## config.mk

```make
export PLATFORM = sky130hd
export DESIGN_NAME = intersection_arbiter_flat
export DESIGN_NICKNAME = d
export VERILOG_FILES = /design/src/rtl/intersection_arbiter_if.sv /design/src/rtl/intersection_arbiter.sv /design/src/flat_wrapper.sv
export SDC_FILE = /design/constraint.sdc
export NUM_CORES = 1
export LEC_CHECK = 0
export CORE_MARGIN = 2
export CORE_UTILIZATION = 56
export DETAILED_ROUTE_END_ITERATION = 6
export PLACE_DENSITY = 0.78
export RECOVER_POWER = 50
export REMOVE_ABC_BUFFERS = 1
export SYNTH_ARGS = -nofsm -noshare
export SYNTH_HDL_FRONTEND = slang
export SYNTH_SLANG_ARGS = --single-unit
export TNS_END_PERCENT = 20
```

## constraint.sdc

```tcl
create_clock -name clock -period 2.75 [get_ports clock]
set_clock_uncertainty 0.15 [all_clocks]
set_input_delay 0.55 -clock clock [delete_from_list [all_inputs] [get_ports clock]]
set_output_delay 0.55 -clock clock [all_outputs]
set_load 0.03 [all_outputs]
```

## src/rtl/intersection_arbiter_if.sv

```systemverilog
// Lamp/demand bundle for the intersection arbiter: one bit per channel.
interface intersection_arbiter_if #(
    parameter int N = 4
);
    logic [N-1:0] request;
    logic [N-1:0] green;
    logic [N-1:0] yellow;
    logic [N-1:0] red;
    logic [N-1:0] waiting;

    // Controller side: drives the lamps, samples demand.
    modport slave (
        input  request,
        output green,
        output yellow,
        output red,
        output waiting
    );

    // Environment side: drives demand, observes the lamps.
    modport master (
        output request,
        input  green,
        input  yellow,
        input  red,
        input  waiting
    );
endinterface

```

## src/rtl/intersection_arbiter.sv

```systemverilog
// N-channel traffic-light controller. A conflict matrix plus a rotating
// round-robin scan decide which waiting channels go green together; per-channel
// timers enforce min/max green, yellow and all-red clearance intervals.
module intersection_arbiter #(
    parameter int               N         = 4,
    parameter logic [N*N-1:0]   CONFLICT  = '0,
    parameter logic [N-1:0]     RECALL    = '0,
    parameter int               CW        = 8,
    parameter int               MIN_GREEN = 8,
    parameter int               MAX_GREEN = 32,
    parameter int               YELLOW    = 3,
    parameter int               CLEAR     = 2
) (
    input  logic                 clock,
    input  logic                 reset,
    intersection_arbiter_if.slave bus
);
    localparam int PW = (N > 1) ? $clog2(N) : 1;

    localparam logic [CW-1:0] T_MIN = CW'(MIN_GREEN);
    localparam logic [CW-1:0] T_MAX = CW'(MAX_GREEN);
    localparam logic [CW-1:0] T_YEL = CW'(YELLOW);
    localparam logic [CW-1:0] T_CLR = CW'(CLEAR);
    localparam logic [CW-1:0] T_SAT = '1;
    localparam logic [CW-1:0] T_ONE = CW'(1);

    typedef enum logic [1:0] {
        S_RED    = 2'd0,
        S_GREEN  = 2'd1,
        S_YELLOW = 2'd2,
        S_CLEAR  = 2'd3
    } state_t;

    state_t        st_q   [N];
    state_t        st_d   [N];
    logic [CW-1:0] tmr_q  [N];
    logic [CW-1:0] tmr_d  [N];
    logic [N-1:0]  wait_q;
    logic [N-1:0]  wait_d;
    logic [PW-1:0] ptr_q;
    logic [PW-1:0] ptr_d;
    logic [1:0]    sync_q;
    logic          run;

    logic [N-1:0]  req;
    logic [N-1:0]  busy;
    logic [N-1:0]  blocked;
    logic [N-1:0]  conf_wait;
    logic [N-1:0]  grant;
    logic [N-1:0]  taken;
    int            scan_idx;

    // Channels that channel i may never be non-red together with (diagonal masked).
    function automatic logic [N-1:0] conf_row(input int i);
        logic [N-1:0] r;
        r = '0;
        for (int j = 0; j < N; j++) begin
            if (j != i) r[j] = CONFLICT[i*N+j];
        end
        return r;
    endfunction

    // Timers stick at all-ones instead of wrapping.
    function automatic logic [CW-1:0] sat_inc(input logic [CW-1:0] t);
        return (t == T_SAT) ? t : t + T_ONE;
    endfunction

    assign req = bus.request | RECALL;
    assign run = sync_q[1];

    // Two-flop synchroniser for reset release; grants start once it propagates.
    always_ff @(posedge clock or negedge reset) begin
        if (!reset) sync_q <= '0;
        else        sync_q <= {sync_q[0], 1'b1};
    end

    // Which channels are non-red, blocked by a non-red conflict, or facing a waiting conflict.
    always_comb begin
        busy      = '0;
        blocked   = '0;
        conf_wait = '0;
        for (int i = 0; i < N; i++) begin
            busy[i] = (st_q[i] != S_RED);
        end
        for (int i = 0; i < N; i++) begin
            blocked[i]   = |(conf_row(i) & busy);
            conf_wait[i] = |(conf_row(i) & wait_q);
        end
    end

    // Round-robin scan from ptr; each grant excludes its conflicts for the rest of the scan.
    always_comb begin
        grant    = '0;
        taken    = '0;
        ptr_d    = ptr_q;
        scan_idx = 0;
        for (int k = 0; k < N; k++) begin
            scan_idx = int'(ptr_q) + k;
            if (scan_idx >= N) scan_idx = scan_idx - N;
            if (run && st_q[scan_idx] == S_RED && wait_q[scan_idx] &&
                !blocked[scan_idx] && !taken[scan_idx]) begin
                grant[scan_idx] = 1'b1;
                taken           = taken | conf_row(scan_idx);
                ptr_d           = (scan_idx == N-1) ? '0 : PW'(scan_idx + 1);
            end
        end
    end

    // Per-channel next state, interval timers and demand latch.
    always_comb begin
        wait_d = wait_q;
        for (int i = 0; i < N; i++) begin
            st_d[i]  = st_q[i];
            tmr_d[i] = tmr_q[i];
            case (st_q[i])
                S_RED: begin
                    if (req[i]) wait_d[i] = 1'b1;
                    if (grant[i]) begin
                        st_d[i]   = S_GREEN;
                        tmr_d[i]  = T_ONE;
                        wait_d[i] = 1'b0;
                    end
                end
                S_GREEN: begin
                    tmr_d[i] = sat_inc(tmr_q[i]);
                    if (tmr_q[i] >= T_MIN &&
                        (!req[i] || conf_wait[i] ||
                         (MAX_GREEN != 0 && tmr_q[i] == T_MAX))) begin
                        st_d[i]  = S_YELLOW;
                        tmr_d[i] = T_ONE;
                    end
                end
                S_YELLOW: begin
                    if (req[i]) wait_d[i] = 1'b1;
                    if (tmr_q[i] >= T_YEL) begin
                        st_d[i]  = S_CLEAR;
                        tmr_d[i] = T_ONE;
                    end else begin
                        tmr_d[i] = sat_inc(tmr_q[i]);
                    end
                end
                S_CLEAR: begin
                    if (req[i]) wait_d[i] = 1'b1;
                    if (tmr_q[i] >= T_CLR) begin
                        st_d[i]  = S_RED;
                        tmr_d[i] = '0;
                    end else begin
                        tmr_d[i] = sat_inc(tmr_q[i]);
                    end
                end
                default: begin
                    st_d[i]  = S_RED;
                    tmr_d[i] = '0;
                end
            endcase
        end
    end

    // State, timer, demand and pointer registers; reset forces every head to red.
    always_ff @(posedge clock or negedge reset) begin
        if (!reset) begin
            for (int i = 0; i < N; i++) begin
                st_q[i]  <= S_RED;
                tmr_q[i] <= '0;
            end
            wait_q <= '0;
            ptr_q  <= '0;
        end else begin
            for (int i = 0; i < N; i++) begin
                st_q[i]  <= st_d[i];
                tmr_q[i] <= tmr_d[i];
            end
            wait_q <= wait_d;
            ptr_q  <= ptr_d;
        end
    end

    // Lamp decode; CLEAR shows red while still blocking conflicts.
    always_comb begin
        bus.green   = '0;
        bus.yellow  = '0;
        bus.red     = '0;
        bus.waiting = wait_q;
        for (int i = 0; i < N; i++) begin
            bus.green[i]  = (st_q[i] == S_GREEN);
            bus.yellow[i] = (st_q[i] == S_YELLOW);
            bus.red[i]    = (st_q[i] == S_RED) || (st_q[i] == S_CLEAR);
        end
    end
endmodule

```

## src/flat_wrapper.sv

```systemverilog
// flat-port wrapper written by rule: the top's interface ports become plain ports
module intersection_arbiter_flat 
#(
    parameter int               N         = 4,
    parameter logic [N*N-1:0]   CONFLICT  = '0,
    parameter logic [N-1:0]     RECALL    = '0,
    parameter int               CW        = 8,
    parameter int               MIN_GREEN = 8,
    parameter int               MAX_GREEN = 32,
    parameter int               YELLOW    = 3,
    parameter int               CLEAR     = 2
)
  (clock, reset, bus_request, bus_green, bus_yellow, bus_red, bus_waiting);
  intersection_arbiter_if #(.N(N)) bus_i ();
  input  logic clock;
  input  logic reset;
  input wire logic [$bits(bus_i.request)-1:0] bus_request;
  output wire logic [$bits(bus_i.green)-1:0] bus_green;
  output wire logic [$bits(bus_i.yellow)-1:0] bus_yellow;
  output wire logic [$bits(bus_i.red)-1:0] bus_red;
  output wire logic [$bits(bus_i.waiting)-1:0] bus_waiting;
  assign bus_i.request = bus_request;
  assign bus_green = bus_i.green;
  assign bus_yellow = bus_i.yellow;
  assign bus_red = bus_i.red;
  assign bus_waiting = bus_i.waiting;
  intersection_arbiter #(.N(N), .CONFLICT(CONFLICT), .RECALL(RECALL), .CW(CW), .MIN_GREEN(MIN_GREEN), .MAX_GREEN(MAX_GREEN), .YELLOW(YELLOW), .CLEAR(CLEAR)) u_core (.clock(clock), .reset(reset), .bus(bus_i));
endmodule
```

# --- After elaboration in Yosys (flattened, before gate mapping) ---
# Memories as Yosys holds them, arrays and structs flattened.
# Index checks and enable logic that the tools add are counted.
totals:
  n_memories: 9
  mem_bits_ro: 144
  word_cells: 384
  out_inout_bits: 16
  register_bits: 48
classes:
  reduce_logical: 67
  n_addsub: 24
  muxes: 172
  bitwise_logic: 9
  magnitude_cmp: 40
  eq_ne: 49
memory_table:
  columns: ["memory", "words", "word_bits", "read_ports", "rd_clocked_by_memory_dff", "write_ports", "line_no", "text"]
  rows:
  - ["(name not given)", 16, 1, 1, 0, 0, "intersection_arbiter.sv:58", "if (j != i) r[j] = CONFLICT[i*N+j];"]
  - ["(name not given)", 16, 1, 1, 0, 0, "intersection_arbiter.sv:58", null]
  - ["(name not given)", 16, 1, 1, 0, 0, "intersection_arbiter.sv:58", null]
  - ["(name not given)", 16, 1, 1, 0, 0, "intersection_arbiter.sv:58", null]
  - ["(name not given)", 16, 1, 1, 0, 0, "intersection_arbiter.sv:58", null]
  - ["(name not given)", 16, 1, 1, 0, 0, "intersection_arbiter.sv:58", null]
  - ["3 more memories", null, null, null, null, null, null, null]
op_table:
  columns: ["operator", "n"]
  rows:
  - ["$lt 32x6->1 const B", 12]
  - ["$add 32x3->32 const B", 6]
  - ["$ne 3x32->1 const A", 6]
  - ["$mux 8", 20]
  - ["$eq 32x3->1 const B", 4]
  - ["$ge 32x1->1 const B", 4]
  - ["$ge 32x3->1 const B", 4]
  - ["$lt 32x4->1 const B", 4]
  - ["$mux 32", 4]
  - ["$not 32->32", 4]
  - ["$pmux 8 s4", 4]
  - ["$add 32x2->32 const B", 3]
  - ["$ge 32x4->1 const B", 3]
  - ["$ne 2x32->1 const A", 3]
  - ["$reduce_bool 32->1", 3]
  - ["$sub 32x4->32 const B", 3]
  - ["$mux 1", 78]
  - ["$ge 8x2->1 const B", 8]
  - ["$mux 2", 32]
  - ["$add 8x1->8 const B", 4]
  - ["$eq 8x6->1 const B", 4]
  - ["$eq 8x8->1 const B", 4]
  - ["$ge 8x4->1 const B", 4]
  - ["$ne 2x1->1 const B", 16]
  - ["22 further kinds", 124]

# --- Depth between registers and ports, before layout ---
depth:
  depth_word: 36
  ltp_mapped: 11
  ltp_nobuf: 8

# --- Least setup slack after synthesis ---
# OpenSTA, ideal clock, no wires.
synth_path:
  kind: "register to register"
  startpoint: "reg u_core.ptr_q[1]"
  endpoint: "reg u_core.tmr_q[30] (netlist name)"
  path_stages_with_launch: 11
  setup_time_ns: 0.118
  path_slack_ns: 0.038
  t_required_ns: 2.482
  arrival_time_ns: 2.444
  n_path_buf: 2
  cell_sequence: "dfrtp_1 buf_2 inv_1 ha_1 buf_2 nand3b_1 o22ai_1 or3_1 a211oi_4 a21oi_1 o2bb2a_4"
synth_between:
  elab_chain_len: 31
synth_rtl:
  columns: ["item", "line_no", "text"]
  rows:
  - ["start: declaration", "intersection_arbiter.sv:40", "logic [PW-1:0] ptr_q;"]
  - ["start signal: assignment", "intersection_arbiter.sv:174", "ptr_q <= ptr_d;"]
  - ["parallel branches: the longest is 29 deep, another holds $sub 32x4->32", null, null]
  - ["$mux 4 (*)", "intersection_arbiter.sv:100", "if (run && st_q[scan_idx] == S_RED && wait_q[scan_idx] &&"]
  - ["$ne 2x1->1 (no line) (*)", null, null]
  - ["end signal: indexed assignment", "intersection_arbiter.sv:171", "tmr_q[i] <= tmr_d[i];"]
  - ["end: declaration", "intersection_arbiter.sv:36", "logic [CW-1:0] tmr_q [N];"]
# Every way passes the cells marked *. The select of a mux whose other input is x is not followed.
# A chain may end at the register's enable or synchronous reset.

# --- Worst setup path in the final report ---
layout_path:
  startpoint: "reg u_core.st_q[2] (netlist name)"
  endpoint: "out bus_red[2]"
layout_between:
  elab_chain_len: 2
layout_rtl:
  columns: ["item", "line_no", "text"]
  rows:
  - ["start: declaration", "intersection_arbiter.sv:34", "state_t st_q [N];"]
  - ["start signal: indexed assignment", "intersection_arbiter.sv:170", "st_q[i] <= st_d[i];"]
  - ["$eq 2x2->1 / $logic_not 2->1 (equally long branches)", "intersection_arbiter.sv:187", "bus.red[i] = (st_q[i] == S_RED) || (st_q[i] == S_CLEAR);"]
  - ["$logic_or 1x1->1 (*)", "intersection_arbiter.sv:187", null]
  - ["end: declaration", "flat_wrapper.sv:20", "output wire logic [$bits(bus_i.red)-1:0] bus_red;"]
# Every way passes the cells marked *; elsewhere a longest branch is shown, timed or not.

==> metrics <==
commonest cells after routing, fill and taps aside=dfrtp_1 (46), inv_1 (43), ha_1 (39), nor2_1 (33), a21oi_1 (32); FILL cells=between 600 and 700; main combinational cell family by area after synthesis=compound AO/OA/AOI/OAI gates; Slew @ Worst Pin=1.25 ns; Crit. End Element=output port; I/O Buffers=21; die area=8300 µm²; Worst setup SP type=register; Post-synth EDFFs=0; Sequential Power Share=0.205; Most used DFF post-synth=dfrtp_1; HP Class=reg2reg; Req. time, crit path=2.05 ns; gr usage total=0.239; fin crit period=2.67 ns; flop and latch count out of synthesis=48; post-synthesis sequential area ratio=0.283; # Max-Cap Violations=0; initial antenna violation count=0; post-synthesis xor/xnor area fraction=0.0165; WL/cell=between 15 and 20 µm; Top Ports=22; clk buf depth=2; routability congestion estimate=0.940; Final Cycle Share=0.970; final antenna-violating net count=0; FMAX=375 MHz; Root Driver=clkbuf_8; Async SR Flop Fraction=1.00; Switch Pwr=between 2 and 3 mW; critical-path maximum fanout=8; Distinct cells, synth=80; n_diodes=0; Synth Area in Simple Gates=0.213; CP Class=reg2out; Leak=between 1.5 and 2 nW; post-detail-place hpwl=approximately 7000 µm; synthesized cell area=4250 µm²; Post-Syn Instances=around 480; RSZ-0062 raised after global routing=yes; Initial DRC Count=around 280; Via Count=roughly 3.8k; peak supply drop=between 800 and 900 µV; Int Pwr=about 2.9 mW; clock power share=0.072; vias in the first global route=3,541; area grow syn2layout=10.4%; Ys Warns=0; vias per cell=about 6.3; Post-Synth Adder-Cell Area=0.115; Core Footprint=around 7300 µm²; die width=~91 µm; CP arrival=around 2.0 ns; Final Setup Violations=0; fin nets=544; critical path's slowest cell=clkdlybuf4s50_1; most common cell after layout, fill and taps aside=dfrtp_1; Pwr Density=1250 nW/µm²; first-pass GRT wire length=16,600 µm; TritonCTS clock tree=yes; height of the die=91.1 µm; Worst path max stage delay=approximately 0.66 ns; Hold-fix buffers, CTS=0; fraction of synthesized area in multiplexers=0.0347; largest net degree at the start of global routing=49; H-Tree Depth=2; Mapped Avg Cell Area=slightly below 9 µm²; status=finished, final reports clean; Comb pwr share=0.723; Slew HR=0.164; TritonRoute pass-1 iters=5; Final Max Slew Viols=0; clock latency on the worst-skew pair=0.31 ns; Min Hold Slack=0.207 ns; clk sinks=48; Initial Utilization=0.583; CP Cell Sequence=inv_1 -> ha_1 -> inv_1 -> clkdlybuf4s50_1; Sw Share=0.512; DRC=0; Final WS setup=about 0.081 ns; Reg clk slew, reported paths=approximately 0.1 ns; global route total overflow=0; Compound-Gate Fraction of Synth Area=0.275; final hold violation count=0; Row Count=31; DP Worst Slack=roughly 0.075 ns; Num CTS Buffers=5; cell mode on critical path=inv_1; Post-Route WL=slightly below 10,000 µm; layout cells sized above 1=0.130
## sequential cells by signal, indices dropped and copies added (netlist names)
signal / flops
u_core.bus.waiting: 4
u_core.ptr_q: 2
u_core.st_q: 8
u_core.sync_q: 2
u_core.tmr_q: 32
## final cells by class
class	count	area, µm²	area share
Timing Repair Buffer	37	323	0.0688
Sequential cell	48	1200	0.257
Multi-Input combinational cell	363	2800	0.597
Tap cell	99	124	0.0264
Inverter	44	165	0.0352
Clock buffer	6	72.6	0.0155
Clock inverter	1	5.00	0.00107
## worst max-delay path, delay by kind of cell, from the launching register on
kind,cells,cell delay (ns)
buffers and inverters,3,0.86
flip-flops,1,0.49
adder cells (fa/ha/maj),1,0.31
## routing by layer
metal  wire, µm  share of wire  vias up  track usage
met5          0              0        -            0
met4        129          0.013        0       0.0644
met3        351          0.036       12       0.0340
met2       4630           0.48      100        0.381
met1       4610           0.47     1829        0.340
li1           -              -     1816            -
## synth_stat cells (5+ instances only)
| master | instances | area, µm² |
|---|---|---|
| nor3b_1 | 6 | 45.0 |
| clkbuf_1 | 11 | 41.3 |
| ha_1 | 39 | 488 |
| or3_1 | 5 | 31.3 |
| nand3_1 | 13 | 65.1 |
| nor3_1 | 11 | 55.1 |
| nand2_1 | 23 | 86.3 |
| nor2_1 | 33 | 124 |
| nand4_1 | 6 | 37.5 |
| mux2i_1 | 8 | 80.1 |
| a31oi_1 | 11 | 68.8 |
| xnor2_1 | 7 | 61.3 |
| nand2b_1 | 5 | 31.3 |
| a32o_1 | 5 | 50.1 |
| inv_1 | 43 | 161 |
| o21ai_0 | 26 | 130 |
| o31ai_1 | 8 | 60.1 |
| a21oi_1 | 32 | 160 |
| buf_2 | 7 | 35.0 |
| dfrtp_1 | 48 | 1200 |
| nand3b_1 | 6 | 45.0 |
| o22ai_1 | 9 | 56.3 |
| o31a_1 | 5 | 43.8 |
## final timing paths
check / from / to / slack [ns] / depth (start not counted)
hold reg to reg: u_core.sync_q[0] / u_core.sync_q[1] / 0.21 / 0
setup reg to reg: u_core.ptr_q[0] / u_core.tmr_q[30] / 0.15 / 9
hold / removal: u_core.sync_q[0] / u_core.sync_q[1] / 0.21 / 0
min in group asynchronous: reset / u_core.st_q[7] / 0.44 / 2
max in group asynchronous: reset / u_core.st_q[6] / 1.18 / 2
setup / recovery: u_core.st_q[2] / bus_red[2] / 0.08 / 4
## cells by family after synthesis
kind of cell / count (synthesis)
xor gates and xnor gates: 8
and+or+nand+nor: 154
AOI/OAI and AO/OA: 149
DFF: 48
other: 1
buffers and inverters: 66
adders and majority gates: 39
muxes: 12
## timing repair
item | 4_1_cts | 5_1_grt
resized for setup | 0 | 6
setup endpoints to repair | 0 | 18
setup buffers | 0 | 0
## power groups by stage
stage	clock network (mW)	registers [mW]	logic [mW]
final	0.424	1.20	4.23
after detailed placement	0	1.21	4.17
after CTS	0.434	1.19	4.19
after floorplan	0	1.21	3.03
after global placement	0	1.18	4.06
after global routing	0.458	1.24	4.62
## through the flow
step,setup TNS [ns],power [mW],cell area [µm²],utilization,std cells
after floorplan,-6.53,4.24,4150,-,455
after global placement,0,5.24,4610,0.632,591
after detailed placement,0,5.37,4610,0.632,591
after CTS,0,5.82,4690,0.643,598
after global routing,-0.00627,6.32,4690,0.643,598
final,0,5.86,4690,0.643,598
Note: power is estimated with default switching activity, not from simulation.
